$ cat src/rtl/mips_avalon_pkg.sv
// Shared types and constants for the CPU-bus to memory Avalon-MM bridge.
package mips_avalon_pkg;

  typedef enum logic [1:0] {
    IDLE  = 2'd0,
    ISSUE = 2'd1,
    DONE  = 2'd2,
    ERR   = 2'd3
  } bridge_state_t;

  localparam logic [1:0] ERR_NONE    = 2'b00;
  localparam logic [1:0] ERR_RDWR    = 2'b01;
  localparam logic [1:0] ERR_ALIGN   = 2'b10;
  localparam logic [1:0] ERR_TIMEOUT = 2'b11;

  localparam logic [31:0] DEFAULT_ERR_READDATA = 32'hDEADBEEF;

endpackage

$ cat src/rtl/mips_avalon_bridge.sv
// Single-outstanding Avalon-MM register slice with protocol checks, a slave
// timeout, a sticky first-error code and a completed-transaction counter.
module mips_avalon_bridge
  import mips_avalon_pkg::*;
#(
  parameter int unsigned TIMEOUT_CYCLES = 1024,
  parameter logic [31:0] ERR_READDATA   = DEFAULT_ERR_READDATA
) (
  input  logic        clk,
  input  logic        reset,
  input  logic [31:0] s_address,
  input  logic [3:0]  s_byteenable,
  input  logic        s_read,
  input  logic        s_write,
  input  logic [31:0] s_writedata,
  output logic        s_waitrequest,
  output logic [31:0] s_readdata,
  output logic [31:0] m_address,
  output logic [3:0]  m_byteenable,
  output logic        m_read,
  output logic        m_write,
  output logic [31:0] m_writedata,
  input  logic        m_waitrequest,
  input  logic [31:0] m_readdata,
  output logic        err,
  output logic [1:0]  err_code,
  output logic [31:0] txn_count
);

  localparam int CW = $clog2(TIMEOUT_CYCLES) + 1;
  localparam logic [CW-1:0] TCNT_LAST = CW'(TIMEOUT_CYCLES - 1);

  bridge_state_t state;
  logic [CW-1:0] tcnt;
  logic          go_err;
  logic [1:0]    go_err_code;

  assign s_waitrequest = !(state == DONE || state == ERR);

  // Both error sources (bad request in IDLE, slave timeout in ISSUE) funnel
  // into one ERR entry path so the sticky-code rule lives in one place.
  always_comb begin
    // NOTE: every always_comb output gets a default first so no latch is inferred.
    go_err      = 1'b0;
    go_err_code = ERR_NONE;
    if (state == IDLE && (s_read || s_write)) begin
      if (s_read && s_write) begin
        go_err      = 1'b1;
        go_err_code = ERR_RDWR;
      end else if (s_address[1:0] != 2'b00 || s_byteenable == 4'b0000) begin
        go_err      = 1'b1;
        go_err_code = ERR_ALIGN;
      end
    end else if (state == ISSUE && m_waitrequest && tcnt == TCNT_LAST) begin
      go_err      = 1'b1;
      go_err_code = ERR_TIMEOUT;
    end
  end

  // NOTE: sequential state uses non-blocking assignments only.
  always_ff @(posedge clk or negedge reset) begin
    if (!reset) begin
      state        <= IDLE;
      tcnt         <= '0;
      m_address    <= '0;
      m_byteenable <= '0;
      m_writedata  <= '0;
      m_read       <= 1'b0;
      m_write      <= 1'b0;
      s_readdata   <= '0;
      err          <= 1'b0;
      err_code     <= ERR_NONE;
      txn_count    <= '0;
    end else if (go_err) begin
      state      <= ERR;
      m_read     <= 1'b0;
      m_write    <= 1'b0;
      s_readdata <= ERR_READDATA;
      err        <= 1'b1;
      if (err_code == ERR_NONE) err_code <= go_err_code;
    end else begin
      case (state)
        IDLE: begin
          if (s_read || s_write) begin
            m_address    <= s_address;
            m_byteenable <= s_byteenable;
            m_writedata  <= s_writedata;
            m_read       <= s_read;
            m_write      <= s_write;
            tcnt         <= '0;
            state        <= ISSUE;
          end
        end
        ISSUE: begin
          if (!m_waitrequest) begin
            s_readdata <= m_read ? m_readdata : 32'h0;
            m_read     <= 1'b0;
            m_write    <= 1'b0;
            state      <= DONE;
          end else begin
            tcnt <= tcnt + 1'b1;
          end
        end
        DONE: begin
          txn_count <= txn_count + 32'd1;
          state     <= IDLE;
        end
        default: state <= IDLE;
      endcase
    end
  end

endmodule

$ cat config.mk
export PLATFORM = sky130hd
export DESIGN_NAME = mips_avalon_bridge
export DESIGN_NICKNAME = d
export VERILOG_FILES = /design/src/rtl/mips_avalon_pkg.sv /design/src/rtl/mips_avalon_bridge.sv
export SDC_FILE = /design/constraint.sdc
export NUM_CORES = 1
export LEC_CHECK = 0
export ABC_AREA = 1
export ABC_CLOCK_PERIOD_IN_PS = 2050
export CORE_MARGIN = 5
export CORE_UTILIZATION = 46
export DETAILED_ROUTE_END_ITERATION = 6
export GPL_TIMING_DRIVEN = 1
export PLACE_DENSITY_LB_ADDON = 0.12
export SYNTH_ARGS = -nofsm -noshare
export SYNTH_HDL_FRONTEND = slang
export SYNTH_SLANG_ARGS = --single-unit
$ cat constraint.sdc
create_clock -name clk -period 2.05 [get_ports clk]
set_input_delay 0.41 -clock clk [delete_from_list [all_inputs] [get_ports clk]]
set_output_delay 0.41 -clock clk [all_outputs]
set_load 0.02 [all_outputs]
==> summary.txt <==
Status
  • Outcome: complete, no violations

Setup path
  • Largest delay contributor family on the critical path: buffers and inverters
  • CP Data Required Time: ~1.6 ns
  • Worst stage delay on the critical path: 0.66 ns
  • Arr. time, crit path: roughly 1.5 ns
  • Type of origin of the critical path: flop
  • Setup crit end kind: output pin
  • Crit Path Max Fanout: 6
  • Worst path cell trace: clkdlybuf4s50_1
  • Critical path class: flop to output pin
  • Slowest CP cell: clkdlybuf4s50_1
  • CP Buf/Inv Count: 1

Place
  • Post-DP Area: a little under 10000 um^2
  • RD Place Congestion: 0.880
  • Buffers on Ports: approximately 240
  • DPL Wire Length: 14800 um
  • DP Worst Slack: -0.0165 ns

Yosys
  • Post-Syn Area: approximately 7100 um^2
  • EDFF count, synth: 0
  • #FFs+latches synth: 150
  • Netlist cell types: 27
  • Post-synthesis sequential area ratio: roughly 53%
  • Prevailing post-synth register cell: dfrtp_1
  • Post-synth top area cell: dfrtp_1
  • Post-synth top area share: about 53%
  • Ys Warns: 0
  • Synth top area cells: dfrtp_1 (53%), nand2_1 (21%), nand3_1 (7.8%)
  • Post-Syn Instances: between 900 and 1000
  • Syn avg cell area: between 7 and 8 um^2
  • Top-count cell post-synth: nand2_1
  • Top cells by count, synth: nand2_1 (402), dfrtp_1 (150), nand3_1 (111)
  • Ys async rst share: 100%
  • Synthesized net count: between 1000 and 1500

Drt
  • Post-DR wirelength/cell: between 10 and 15 um
  • First-pass detailed-route iteration total: 5
  • Total wire length: around 20000 um
  • Number of vias per cell: slightly below 5
  • Antenna Violating Nets Remaining: 0
  • Number of DRC markers in iteration 0: ~290
  • # DRC: 0
  • DR vias: 6751

Power and ir drop
  • Worst VDD drop: approximately 0.0008 V
  • Net Sw Frac: between 30% and 40%
  • P per Cell Area: roughly 1400 nW/um^2
  • Leak Pwr: roughly 5 nW
  • Clock share of power: between 20% and 30%
  • Sw Pwr: between 0.005 and 0.006 W
  • Flop pwr share: approximately 31%
  • Gate power share: 45.7%
  • Pint: between 0.008 and 0.009 W

Layout
  • Share of layout cells above drive strength 1: about 7.5%
  • Area grow syn2layout: 47.8%
  • Final Net Count: between 1000 and 1500
  • Cell area after layout: ~11000 um^2
  • Antenna diode count: 0

Run
  • Max-cap viol count: 0

Clocking
  • CTS clk-pin slew, worst paths: roughly 0.06 ns
  • Max Buffers Root-to-Sink: 2
  • Clk Latency, worst-skew pair: approximately 0.42 ns
  • Total CTS buffers: 17
  • Post-cts gate resize count: 0
  • # clock sinks: 150
  • Clock H-tree levels: 4
  • CTS tree: yes
  • Root buf cell: clkbuf_16

Global route
  • Grt ovf: 0
  • Grt met1 use: between 20% and 30%
  • Met3 Use GR: approximately 7%
  • Number of global-route vias before repair: 6516
  • Most used routing layer: met2
  • Largest net degree at the start of global routing: 55
  • First-pass GRT wire length: 32500 um
  • GRT met2 Usage: a little under two fifths
  • Initial antenna violation count: 0
  • Total track usage: approximately 22%

STA
  • RSZ-0062 raised after global routing: no
  • Period minus WS final: slightly below 2 ns
  • Tcrit/Tclk final: between 90% and 100%
  • Slew headroom: 71.8%
  • Number of endpoints failing setup at the final stage: 0
  • Final Hold Viols: 0
  • Worst hold slack: 0.467 ns
  • F_max: 515 MHz
  • Slew Limit Fails: 0
  • Skew final: around 0.011 ns
  • Worst Tran Pin Value: ~0.42 ns
  • Final worst slack: 0.107 ns

Worst hold path
  • Hold Crit Class: input pin to asynchronous set/reset pin

Floorplan
  • Starting density of the core: between 40% and 50%
  • Site Rows: 45
  • Die area: about 18000 um^2
  • Placeable Area: about 15000 um^2
  • DIE WIDTH: about 130 um
  • Ports: roughly 240
  • DIE HEIGHT: approximately 130 um
[power by group through the flow]
stage | Clock [W] | Combinational (W) | Sequential [W]
after floorplan | 0 | 0.00243 | 0.00572
after global placement | 0 | 0.00667 | 0.00457
after detailed placement | 0 | 0.00674 | 0.00456
after CTS | 0.00342 | 0.00676 | 0.00456
after global routing | 0.00355 | 0.00723 | 0.00471
final | 0.00336 | 0.00666 | 0.00456
[sequential cells by signal, summed over array words and instances, names as in the netlist]
register / cells
m_address: 32
m_writedata: 32
s_readdata: 32
txn_count: 32
tcnt: 11
m_byteenable: 4
err_code: 2
state: 2
err: 1
m_read: 1
m_write: 1
[worst register-to-register path, cell delays in order, from the launching register on]
cell     delay [ns]
dfrtp_1        0.44
ha_1           0.29
nand3_2        0.17
nor2_4         0.17
nand2_4        0.08
nand2_4        0.08
inv_2          0.07
nand2_4        0.14
buf_12         0.17
nand2_1        0.07
nand2_1        0.07
[metrics by stage]
stage / total power [W] / util [%] / instances / setup TNS [ns]
global route: 0.0155 / 69.2 / 1363 / 0
detailed placement: 0.0113 / 65.0 / 1331 / -0.151
CTS: 0.0147 / 69.2 / 1363 / 0
global placement: 0.0112 / 65.0 / 1331 / -0.00629
finish: 0.0146 / 69.2 / 1363 / 0
floorplan: 0.00815 / - / 910 / 0
[path summary, 6_finish.rpt]
| check | startpoint | to | slack, ns | depth (start not counted) |
|---|---|---|---|---|
| min in group clk | m_writedata[20]$_DFFE_PN0P_ | m_writedata[20]$_DFFE_PN0P_ | 0.47 | 2 |
| max in group asynchronous | reset | m_address[22]$_DFFE_PN0P_ | 0.99 | 3 |
| worst max register to register | tcnt[0]$_DFFE_PN0P_ | m_address[8]$_DFFE_PN0P_ | 0.24 | 10 |
| worst min-delay path | reset | txn_count[15]$_DFFE_PN0P_ | 0.47 | 2 |
| worst max-delay path | txn_count[29]$_DFFE_PN0P_ | txn_count[29] | 0.11 | 1 |
| worst min register to register | m_writedata[20]$_DFFE_PN0P_ | m_writedata[20]$_DFFE_PN0P_ | 0.47 | 2 |
[routing by layer]
metal | vias to the layer above | routed length, um
met2 | 224 | 9850
li1 | 3350 | -
met5 | - | 0
met4 | 0 | 417
met1 | 3147 | 8310
met3 | 30 | 1560
[cells in the final DEF, fill, tap and decap left out, types with 7 or more instances in the layout]
cell type and count:
xor2_1 14, inv_1 40, dfrtp_1 150, o21ai_0 29, xnor2_1 7, nand2_1 402, buf_12 10, clkdlybuf4s50_1 241
nor2_1 77, nand2_2 11, nand3_1 111, buf_4 19, inv_2 7, clkbuf_16 17
[final cells by class]
cell class / count / area (um^2)
Clock inverter: 13 / 194
Fill cell: 1236 / 4680
Inverter: 47 / 176
Multi-Input combinational cell: 675 / 2950
Timing Repair Buffer: 272 / 2780
Tap cell: 188 / 235
Clock buffer: 18 / 439
Sequential cell: 150 / 3750
[cell families (layout without fill, tap and decap cells)]
logic type | after synthesis | count (layout) | synth area share [%]
AND/OR/NAND/NOR | 619 | 619 | 35.9
flip-flops | 150 | 150 | 52.7
buffers and inverters | 85 | 350 | 5.96
AO/OA/AOI/OAI | 33 | 33 | 2.48
XOR/XNOR | 21 | 21 | 2.58
adder cells (fa/ha/maj) | 2 | 2 | 0.351
[repair_timing]
action                    CTS  global route
setup buffers               0             0
hold buffers                1             0
hold endpoints to repair   35             0
Note: power is estimated with default switching activity, not from simulation.
